==> src/rtl/pipe_alu_pkg.sv <==
// Shared definitions for the pipelined ALU / register-file datapath.
// Holds the opcode encodings and the record carried through the EX and WB stages.
// The record fields use fixed maximum widths so that one package type serves every
// parameterisation. Instances keep DW <= 64, RW <= 8 and AW <= 32, and only the low bits are used.
package pipe_alu_pkg;

  localparam logic [2:0] OP_ADD = 3'b000;
  localparam logic [2:0] OP_SUB = 3'b001;
  localparam logic [2:0] OP_DIV = 3'b010;
  localparam logic [2:0] OP_MUL = 3'b011;
  localparam logic [2:0] OP_RSH = 3'b100;
  localparam logic [2:0] OP_LSH = 3'b101;
  localparam logic [2:0] OP_AND = 3'b110;
  localparam logic [2:0] OP_XOR = 3'b111;

  localparam int unsigned DW_MAX = 64;
  localparam int unsigned RW_MAX = 8;
  localparam int unsigned AW_MAX = 32;

  typedef struct packed {
    logic              v;
    logic [RW_MAX-1:0] rd;
    logic              rf_we;
    logic              mem_we;
    logic [AW_MAX-1:0] addr;
    logic [DW_MAX-1:0] data;
    logic              div0;
  } stage_t;

endpackage

==> src/rtl/pipelined_alu_rf_if.sv <==
// Instruction / result bus between the sequencer (master) and the datapath core (slave).
interface pipelined_alu_rf_if #(
  parameter int unsigned DW     = 16,
  parameter int unsigned NREG   = 16,
  parameter int unsigned MDEPTH = 256
);
  localparam int unsigned RW = $clog2(NREG);
  localparam int unsigned AW = $clog2(MDEPTH);

  logic          in_valid;
  logic [RW-1:0] rs1;
  logic [RW-1:0] rs2;
  logic [RW-1:0] rd;
  logic [2:0]    func;
  logic          rf_we;
  logic          mem_we;
  logic [AW-1:0] addr;
  logic          res_valid;
  logic [DW-1:0] res_data;
  logic [RW-1:0] res_rd;
  logic          err_div0;
  logic [AW-1:0] mem_raddr;
  logic [DW-1:0] mem_rdata;

  modport master (
    output in_valid, rs1, rs2, rd, func, rf_we, mem_we, addr, mem_raddr,
    input  res_valid, res_data, res_rd, err_div0, mem_rdata
  );

  modport slave (
    input  in_valid, rs1, rs2, rd, func, rf_we, mem_we, addr, mem_raddr,
    output res_valid, res_data, res_rd, err_div0, mem_rdata
  );
endinterface

==> src/rtl/pipe_alu_exec.sv <==
// Combinational ALU shared by the EX stage and the operand forward path.
// Optional multiplier: define PIPE_ALU_MUL_EN; otherwise opcode 011 yields 0.
module pipe_alu_exec
  import pipe_alu_pkg::*;
#(
  parameter int unsigned DW = 16
) (
  input  logic [2:0]    func,
  input  logic [DW-1:0] a,
  input  logic [DW-1:0] b,
  output logic [DW-1:0] result,
  output logic          div0
);
  localparam int unsigned SW = (DW > 1) ? $clog2(DW) : 1;

  logic [SW-1:0] shamt;
  assign shamt = b[SW-1:0];

  // Decode the opcode into a single result; divide by zero saturates to all-ones.
  always_comb begin
    result = '0;
    div0   = 1'b0;
    unique case (func)
      OP_ADD: result = a + b;
      OP_SUB: result = a - b;
      OP_DIV: begin
        if (b == '0) begin
          result = '1;
          div0   = 1'b1;
        end else begin
          result = a / b;
        end
      end
      OP_MUL: begin
`ifdef PIPE_ALU_MUL_EN
        result = a * b;
`else
        result = '0;
`endif
      end
      OP_RSH: result = a >> shamt;
      OP_LSH: result = a << shamt;
      OP_AND: result = a & b;
      OP_XOR: result = a ^ b;
      default: result = '0;
    endcase
  end

endmodule

==> src/rtl/pipelined_alu_rf.sv <==
// Four-stage datapath core: operand read with bypass, execute, RF writeback, memory store.
// Forwarding from the ID and EX stages removes every RAW stall.
// PIPE_ALU_MUL_EN enables the multiplier inside pipe_alu_exec.
module pipelined_alu_rf
  import pipe_alu_pkg::*;
#(
  parameter int unsigned DW     = 16,
  parameter int unsigned NREG   = 16,
  parameter int unsigned MDEPTH = 256
) (
  input logic              clk,
  input logic              rst,
  pipelined_alu_rf_if.slave bus
);
  localparam int unsigned RW = $clog2(NREG);
  localparam int unsigned AW = $clog2(MDEPTH);

  logic [DW-1:0] rf_q  [NREG];
  logic [DW-1:0] mem_q [MDEPTH];

  logic          id_v_q, id_rf_we_q, id_mem_we_q;
  logic [RW-1:0] id_rd_q;
  logic [AW-1:0] id_addr_q;
  logic [2:0]    id_func_q;
  logic [DW-1:0] id_a_q, id_b_q;
  logic [DW-1:0] opa, opb;
  logic [DW-1:0] alu_res;
  logic          alu_div0;
  stage_t        ex_d, ex_q, wb_q;

  logic          res_valid_q, err_div0_q;
  logic [DW-1:0] res_data_q;
  logic [RW-1:0] res_rd_q;

  logic          id_fwd, ex_fwd;

  pipe_alu_exec #(.DW(DW)) u_exec (
    .func   (id_func_q),
    .a      (id_a_q),
    .b      (id_b_q),
    .result (alu_res),
    .div0   (alu_div0)
  );

  assign id_fwd = id_v_q && id_rf_we_q;
  assign ex_fwd = ex_q.v && ex_q.rf_we;

  // Operand bypass: youngest producer (ID, via live ALU output) wins over EX, then the RF.
  always_comb begin
    opa = rf_q[bus.rs1];
    opb = rf_q[bus.rs2];
    if (ex_fwd && ex_q.rd[RW-1:0] == bus.rs1) opa = ex_q.data[DW-1:0];
    if (ex_fwd && ex_q.rd[RW-1:0] == bus.rs2) opb = ex_q.data[DW-1:0];
    if (id_fwd && id_rd_q == bus.rs1) opa = alu_res;
    if (id_fwd && id_rd_q == bus.rs2) opb = alu_res;
  end

  // Pack the executed instruction into the stage record.
  always_comb begin
    ex_d        = '0;
    ex_d.v      = id_v_q;
    ex_d.rd     = RW_MAX'(id_rd_q);
    ex_d.rf_we  = id_rf_we_q;
    ex_d.mem_we = id_mem_we_q;
    ex_d.addr   = AW_MAX'(id_addr_q);
    ex_d.data   = DW_MAX'(alu_res);
    ex_d.div0   = alu_div0;
  end

  // ID datapath fields; only id_v_q needs to be cleared to squash them.
  always_ff @(posedge clk) begin
    id_rd_q     <= bus.rd;
    id_rf_we_q  <= bus.rf_we;
    id_mem_we_q <= bus.mem_we;
    id_addr_q   <= bus.addr;
    id_func_q   <= bus.func;
    id_a_q      <= opa;
    id_b_q      <= opb;
  end

  // Stage valids, EX/WB records and registered result outputs.
  always_ff @(posedge clk) begin
    if (rst) begin
      id_v_q      <= 1'b0;
      ex_q        <= '0;
      wb_q        <= '0;
      res_valid_q <= 1'b0;
      res_data_q  <= '0;
      res_rd_q    <= '0;
      err_div0_q  <= 1'b0;
    end else begin
      id_v_q      <= bus.in_valid;
      ex_q        <= ex_d;
      wb_q        <= ex_q;
      res_valid_q <= ex_q.v;
      err_div0_q  <= ex_q.v && ex_q.div0;
      // Bubbles leave the last result visible.
      if (ex_q.v) begin
        res_data_q <= ex_q.data[DW-1:0];
        res_rd_q   <= ex_q.rd[RW-1:0];
      end
    end
  end

  // Register file: reset to Reg[i] = i+1, written from EX at the WB edge.
  always_ff @(posedge clk) begin
    if (rst) begin
      for (int i = 0; i < int'(NREG); i++) rf_q[i] <= DW'(i + 1);
    end else if (ex_q.v && ex_q.rf_we) begin
      rf_q[ex_q.rd[RW-1:0]] <= ex_q.data[DW-1:0];
    end
  end

  // Data memory store one stage after writeback; reset blocks the write but does not clear.
  always_ff @(posedge clk) begin
    if (!rst && wb_q.v && wb_q.mem_we) begin
      mem_q[wb_q.addr[AW-1:0]] <= wb_q.data[DW-1:0];
    end
  end

  assign bus.res_valid = res_valid_q;
  assign bus.res_data  = res_data_q;
  assign bus.res_rd    = res_rd_q;
  assign bus.err_div0  = err_div0_q;
  assign bus.mem_rdata = mem_q[bus.mem_raddr];

endmodule

==> src/flat_wrapper.sv <==
// flat-port wrapper written by rule: the top's interface ports become plain ports
module pipelined_alu_rf_flat import pipe_alu_pkg::*;
#(
  parameter int unsigned DW     = 16,
  parameter int unsigned NREG   = 16,
  parameter int unsigned MDEPTH = 256
)
  (clk, rst, bus_in_valid, bus_rs1, bus_rs2, bus_rd, bus_func, bus_rf_we, bus_mem_we, bus_addr, bus_mem_raddr, bus_res_valid, bus_res_data, bus_res_rd, bus_err_div0, bus_mem_rdata);
  pipelined_alu_rf_if #(.DW(DW), .NREG(NREG), .MDEPTH(MDEPTH)) bus_i ();
  input logic clk;
  input logic rst;
  input wire logic [$bits(bus_i.in_valid)-1:0] bus_in_valid;
  input wire logic [$bits(bus_i.rs1)-1:0] bus_rs1;
  input wire logic [$bits(bus_i.rs2)-1:0] bus_rs2;
  input wire logic [$bits(bus_i.rd)-1:0] bus_rd;
  input wire logic [$bits(bus_i.func)-1:0] bus_func;
  input wire logic [$bits(bus_i.rf_we)-1:0] bus_rf_we;
  input wire logic [$bits(bus_i.mem_we)-1:0] bus_mem_we;
  input wire logic [$bits(bus_i.addr)-1:0] bus_addr;
  input wire logic [$bits(bus_i.mem_raddr)-1:0] bus_mem_raddr;
  output wire logic [$bits(bus_i.res_valid)-1:0] bus_res_valid;
  output wire logic [$bits(bus_i.res_data)-1:0] bus_res_data;
  output wire logic [$bits(bus_i.res_rd)-1:0] bus_res_rd;
  output wire logic [$bits(bus_i.err_div0)-1:0] bus_err_div0;
  output wire logic [$bits(bus_i.mem_rdata)-1:0] bus_mem_rdata;
  assign bus_i.in_valid = bus_in_valid;
  assign bus_i.rs1 = bus_rs1;
  assign bus_i.rs2 = bus_rs2;
  assign bus_i.rd = bus_rd;
  assign bus_i.func = bus_func;
  assign bus_i.rf_we = bus_rf_we;
  assign bus_i.mem_we = bus_mem_we;
  assign bus_i.addr = bus_addr;
  assign bus_i.mem_raddr = bus_mem_raddr;
  assign bus_res_valid = bus_i.res_valid;
  assign bus_res_data = bus_i.res_data;
  assign bus_res_rd = bus_i.res_rd;
  assign bus_err_div0 = bus_i.err_div0;
  assign bus_mem_rdata = bus_i.mem_rdata;
  pipelined_alu_rf #(.DW(DW), .NREG(NREG), .MDEPTH(MDEPTH)) u_core (.clk(clk), .rst(rst), .bus(bus_i));
endmodule
==> config.mk <==
export PLATFORM = sky130hd
export DESIGN_NAME = pipelined_alu_rf_flat
export DESIGN_NICKNAME = d
export VERILOG_FILES = /design/src/rtl/pipe_alu_pkg.sv /design/src/rtl/pipelined_alu_rf_if.sv /design/src/rtl/pipe_alu_exec.sv /design/src/rtl/pipelined_alu_rf.sv /design/src/flat_wrapper.sv
export SDC_FILE = /design/constraint.sdc
export NUM_CORES = 2
export LEC_CHECK = 0
export ABC_AREA = 0
export CORE_UTILIZATION = 40
export DETAILED_ROUTE_END_ITERATION = 10
export HOLD_SLACK_MARGIN = 0.15
export SETUP_SLACK_MARGIN = 0.5
export SLEW_MARGIN = 10
export SYNTH_ARGS = -nofsm -noshare
export SYNTH_HDL_FRONTEND = slang
export SYNTH_HIERARCHICAL = 1
export SYNTH_MEMORY_MAX_BITS = 65536
export SYNTH_SLANG_ARGS = --single-unit
==> constraint.sdc <==
create_clock -name clk -period 87.9 [get_ports clk]
set_clock_uncertainty 0.1 [all_clocks]
set_input_delay 17.58 -clock clk [delete_from_list [all_inputs] [get_ports clk]]
set_output_delay 17.58 -clock clk [all_outputs]
set_load 0.02 [all_outputs]
==> results.yml <==
synth:
  synthArstFlopShare: 0
  yosysTopAreaCellShare: 0.704
  synth-edff-count: 4352
  syn_area_per_cell_um2: 18.8
  synth-seq-cells: 4481
  netlist-cell-type-count: 98
  synth_ff_type: "edfxtp_1"
  synth_cells: 9886
  yosys_warnings: 6
  syn_nets: 10100
  yosysTopAreaCell: "edfxtp_1"
  yosysSeqAreaShare: 0.718
  ys_top_cells_by_area: "edfxtp_1, mux4_2, mux2i_1, dfxtp_1, ha_1"
  syn_area_um2: 186000
clocking:
  clk_pin_slew_worst_paths_ps: 60
  clock_sinks: 4481
  cts_buffers: 444
  clk_latency_ps: 980
  cts_tree: "yes"
  post_cts_resize_count: 0
  htreeDepth: 5
  post_cts_buffers: 0
  root_buffer: "clkbuf_16"
  clk_path_buf_depth: 4
  ctsHoldBuffers: 0
pwr:
  ir_drop_mv: 0.0181
  p_leak_nw: 67.0
  p_seq_frac: 0.494
  p_sw_mw: 1.20
  power_density_nw_per_um2: 23.2
  clockPowerShare: 0.382
  p_int_mw: 3.64
  swShare: 0.247
  power_frac_comb: 0.124
sta:
  worst_slack_ps: 43900
  rsz0062_at_grt: "false"
  layout_min_cycle_time_ps: 44000
  final-hold-violation-count: 0
  finalSetupTns_ps: 0
  fin_crit_sh: 0.501
  relSlewSlack: 0.120
  tightest_slew_ps: 1320
  hold_slack_ps: 333
  drv_slew: 0
  fmax_mhz: 22.7
  setup_violations: 0
setup_path:
  cp.required_ps: 70220
  crit_fanout: 73
  start_kind: "input port"
  cp.arrival_ps: 26320
  path_class: "in -> out"
  endpoint_kind: "output port"
floorplan:
  die_area_um2: 467000
  dieWidth_um: 683
  ios: 74
  placementRows: 249
  core-area_um2: 461000
  die_h_um: 683
  initial_core_util: 0.403
routing:
  wire_per_inst_um: 31.0
  drc: 0
  dr.first_iter.drc_count: 12400
  drt_wl_total_mm: 520
  vias: 99700
  first_pass_iters: 6
  detail-route-antenna-nets: 0
  drt-vias-per-instance: 5.95
global_route:
  grt_pass1_vias: 99500
  grt_pass1_wl_mm: 739
  track_usage: 0.218
  antenna_found_initial: 32
  grt_start_max_net_pins: 193
  overflow: 0
place:
  gp_congestion: 0.874
  io_buffers: 73
  dpl.hpwl_mm: 309
  place_ws_ps: 43560
finish:
  fillerInstances: 38900
  seqCellArea_um2: 133000
  fin_nets: 10400
  multi_input_area_um2: 49200
  area_delta_synth_final_pct: 12.4
  drive_gt1_frac: 0.215
  utilization: 0.453
run_status:
  status: "finished clean"
job:
  drv_cap: 0
worst_hold_path:
  min_path_type: "reg -> reg"
## cells by family after synthesis
kind of cell             Yosys count  share of synthesized area
XOR/XNOR                         117                    0.00552
buffers and inverters            685                     0.0198
flip-flops                      4481                      0.718
AO/OA/AOI/OAI                   1200                     0.0442
AND/OR/NAND/NOR                 1506                     0.0405
adder cells (fa/ha/maj)          170                     0.0115
multiplexers                    1727                      0.161
## registers in the layout, indices dropped and copies added, names as in the netlist, 3 cells and up
| name | cells |
|---|---|
| u_core/bus.res_data | 16 |
| u_core/bus.res_rd | 4 |
| u_core/ex_q | 32 |
| u_core/id_a_q | 16 |
| u_core/id_addr_q | 8 |
| u_core/id_b_q | 16 |
| u_core/id_func_q | 3 |
| u_core/id_rd_q | 4 |
| u_core/mem_q | 4096 |
| u_core/rf_q | 256 |
| u_core/wb_q | 25 |
## final timing paths
kind | end | cells past startpoint | from | slack (ps)
worst max-delay path | bus_mem_rdata[5] | 16 | bus_mem_raddr[0] | 43900
worst min-delay path | u_core/wb_q[69] | 1 | u_core/ex_q[69] | 330
worst max register to register | u_core/id_b_q[0] | 115 | u_core/id_b_q[15] | 52940
worst min register to register | u_core/wb_q[69] | 1 | u_core/ex_q[69] | 330
## area by class of cell
cell class | instances | share of cell area
Multi-Input combinational cell | 4720 | 0.235
Clock inverter | 261 | 0.0112
Antenna cell | 16 | 0.000192
Tap cell | 6149 | 0.0369
Sequential cell | 4481 | 0.639
Clock buffer | 558 | 0.0561
Timing Repair Buffer | 519 | 0.0203
Inverter | 60 | 0.00115
## cell usage after synthesis (all sizes together), types with 14 or more instances
cell	count
a2111oi	20
a211o	18
a211oi	28
a21o	38
a21oi	282
a22o	24
a22oi	14
a31oi	38
and2	258
buf	286
clkbuf	339
dfxtp	129
edfxtp	4352
ha	169
inv	58
mux2	49
mux2i	686
mux4	992
nand2	200
nand2b	25
nand3	70
nand4	28
nor2	485
nor2b	74
nor3	184
nor4	45
o211ai	30
o21a	30
o21ai	170
o221ai	226
o22ai	181
o31ai	14
or2	34
or3	52
xnor2	73
xor2	44
## power by group through the flow
| stage | Combinational [mW] | Clock (mW) | Sequential [mW] |
|---|---|---|---|
| after floorplan | 0.406 | 0 | 2.44 |
| after global placement | 0.582 | 0 | 2.43 |
| after detailed placement | 0.595 | 0 | 2.43 |
| after CTS | 0.599 | 1.88 | 2.39 |
| after global routing | 0.649 | 1.96 | 2.39 |
| final | 0.601 | 1.85 | 2.39 |
## critical path, stage by stage
cell and delay (ps):
buf_16 360, buf_4 590, buf_4 840, buf_4 690
buf_12 450, buf_4 820, buf_4 710, buf_4 820
mux4_2 610, o22ai_1 140, nor3_1 120, nor4_1 720
a21oi_1 360, nor4bb_2 310, buf_4 220, clkdlybuf4s50_1 550
## cells in the final DEF (no fill, tap or decap), types with 24 or more instances in the layout
cell	Yosys	routed
and2_1	258	257
o211ai_1	30	30
edfxtp_1	4352	4352
a21o_1	38	38
buf_4	40	435
a22o_1	24	24
clkbuf_16	0	450
inv_1	57	56
nand4_1	28	28
mux2i_1	686	686
o221ai_1	226	226
nor2_2	0	45
clkdlybuf4s50_1	0	63
or2_2	33	33
bufinv_16	0	34
dfxtp_1	129	113
xnor2_1	73	73
nor2b_1	74	74
nor3_1	183	178
clkinv_1	2	105
nand3_1	70	61
a211oi_1	27	26
clkinv_2	0	76
ha_1	169	169
nor2_1	485	428
mux4_2	977	977
nor4_1	44	34
clkbuf_1	339	104
nand2_1	199	199
o21ai_0	166	166
mux2_2	48	48
xor2_1	44	44
a21oi_1	278	278
or3_1	52	51
o21a_1	30	30
o22ai_1	181	181
a31oi_1	37	37
## metrics by stage
step	total power, mW	instances	area, um^2
3_5_place_dp	3.03	15900	195000
2_1_floorplan	2.85	9886	186000
6_report	4.84	16800	209000
3_3_place_gp	3.01	15900	195000
5_1_grt	5.00	16800	209000
4_1_cts	4.87	16700	209000
## per-layer routing
layer	part of all wire	vias to the layer above	routed length, um	GRT usage
met5	0.000071	-	37	0
met4	0.030	6	15500	0.0634
met3	0.084	757	43900	0.0352
met2	0.48	4699	250000	0.353
met1	0.40	52800	210000	0.304
li1	-	41400	-	-
Note: power is estimated with default switching activity, not from simulation.
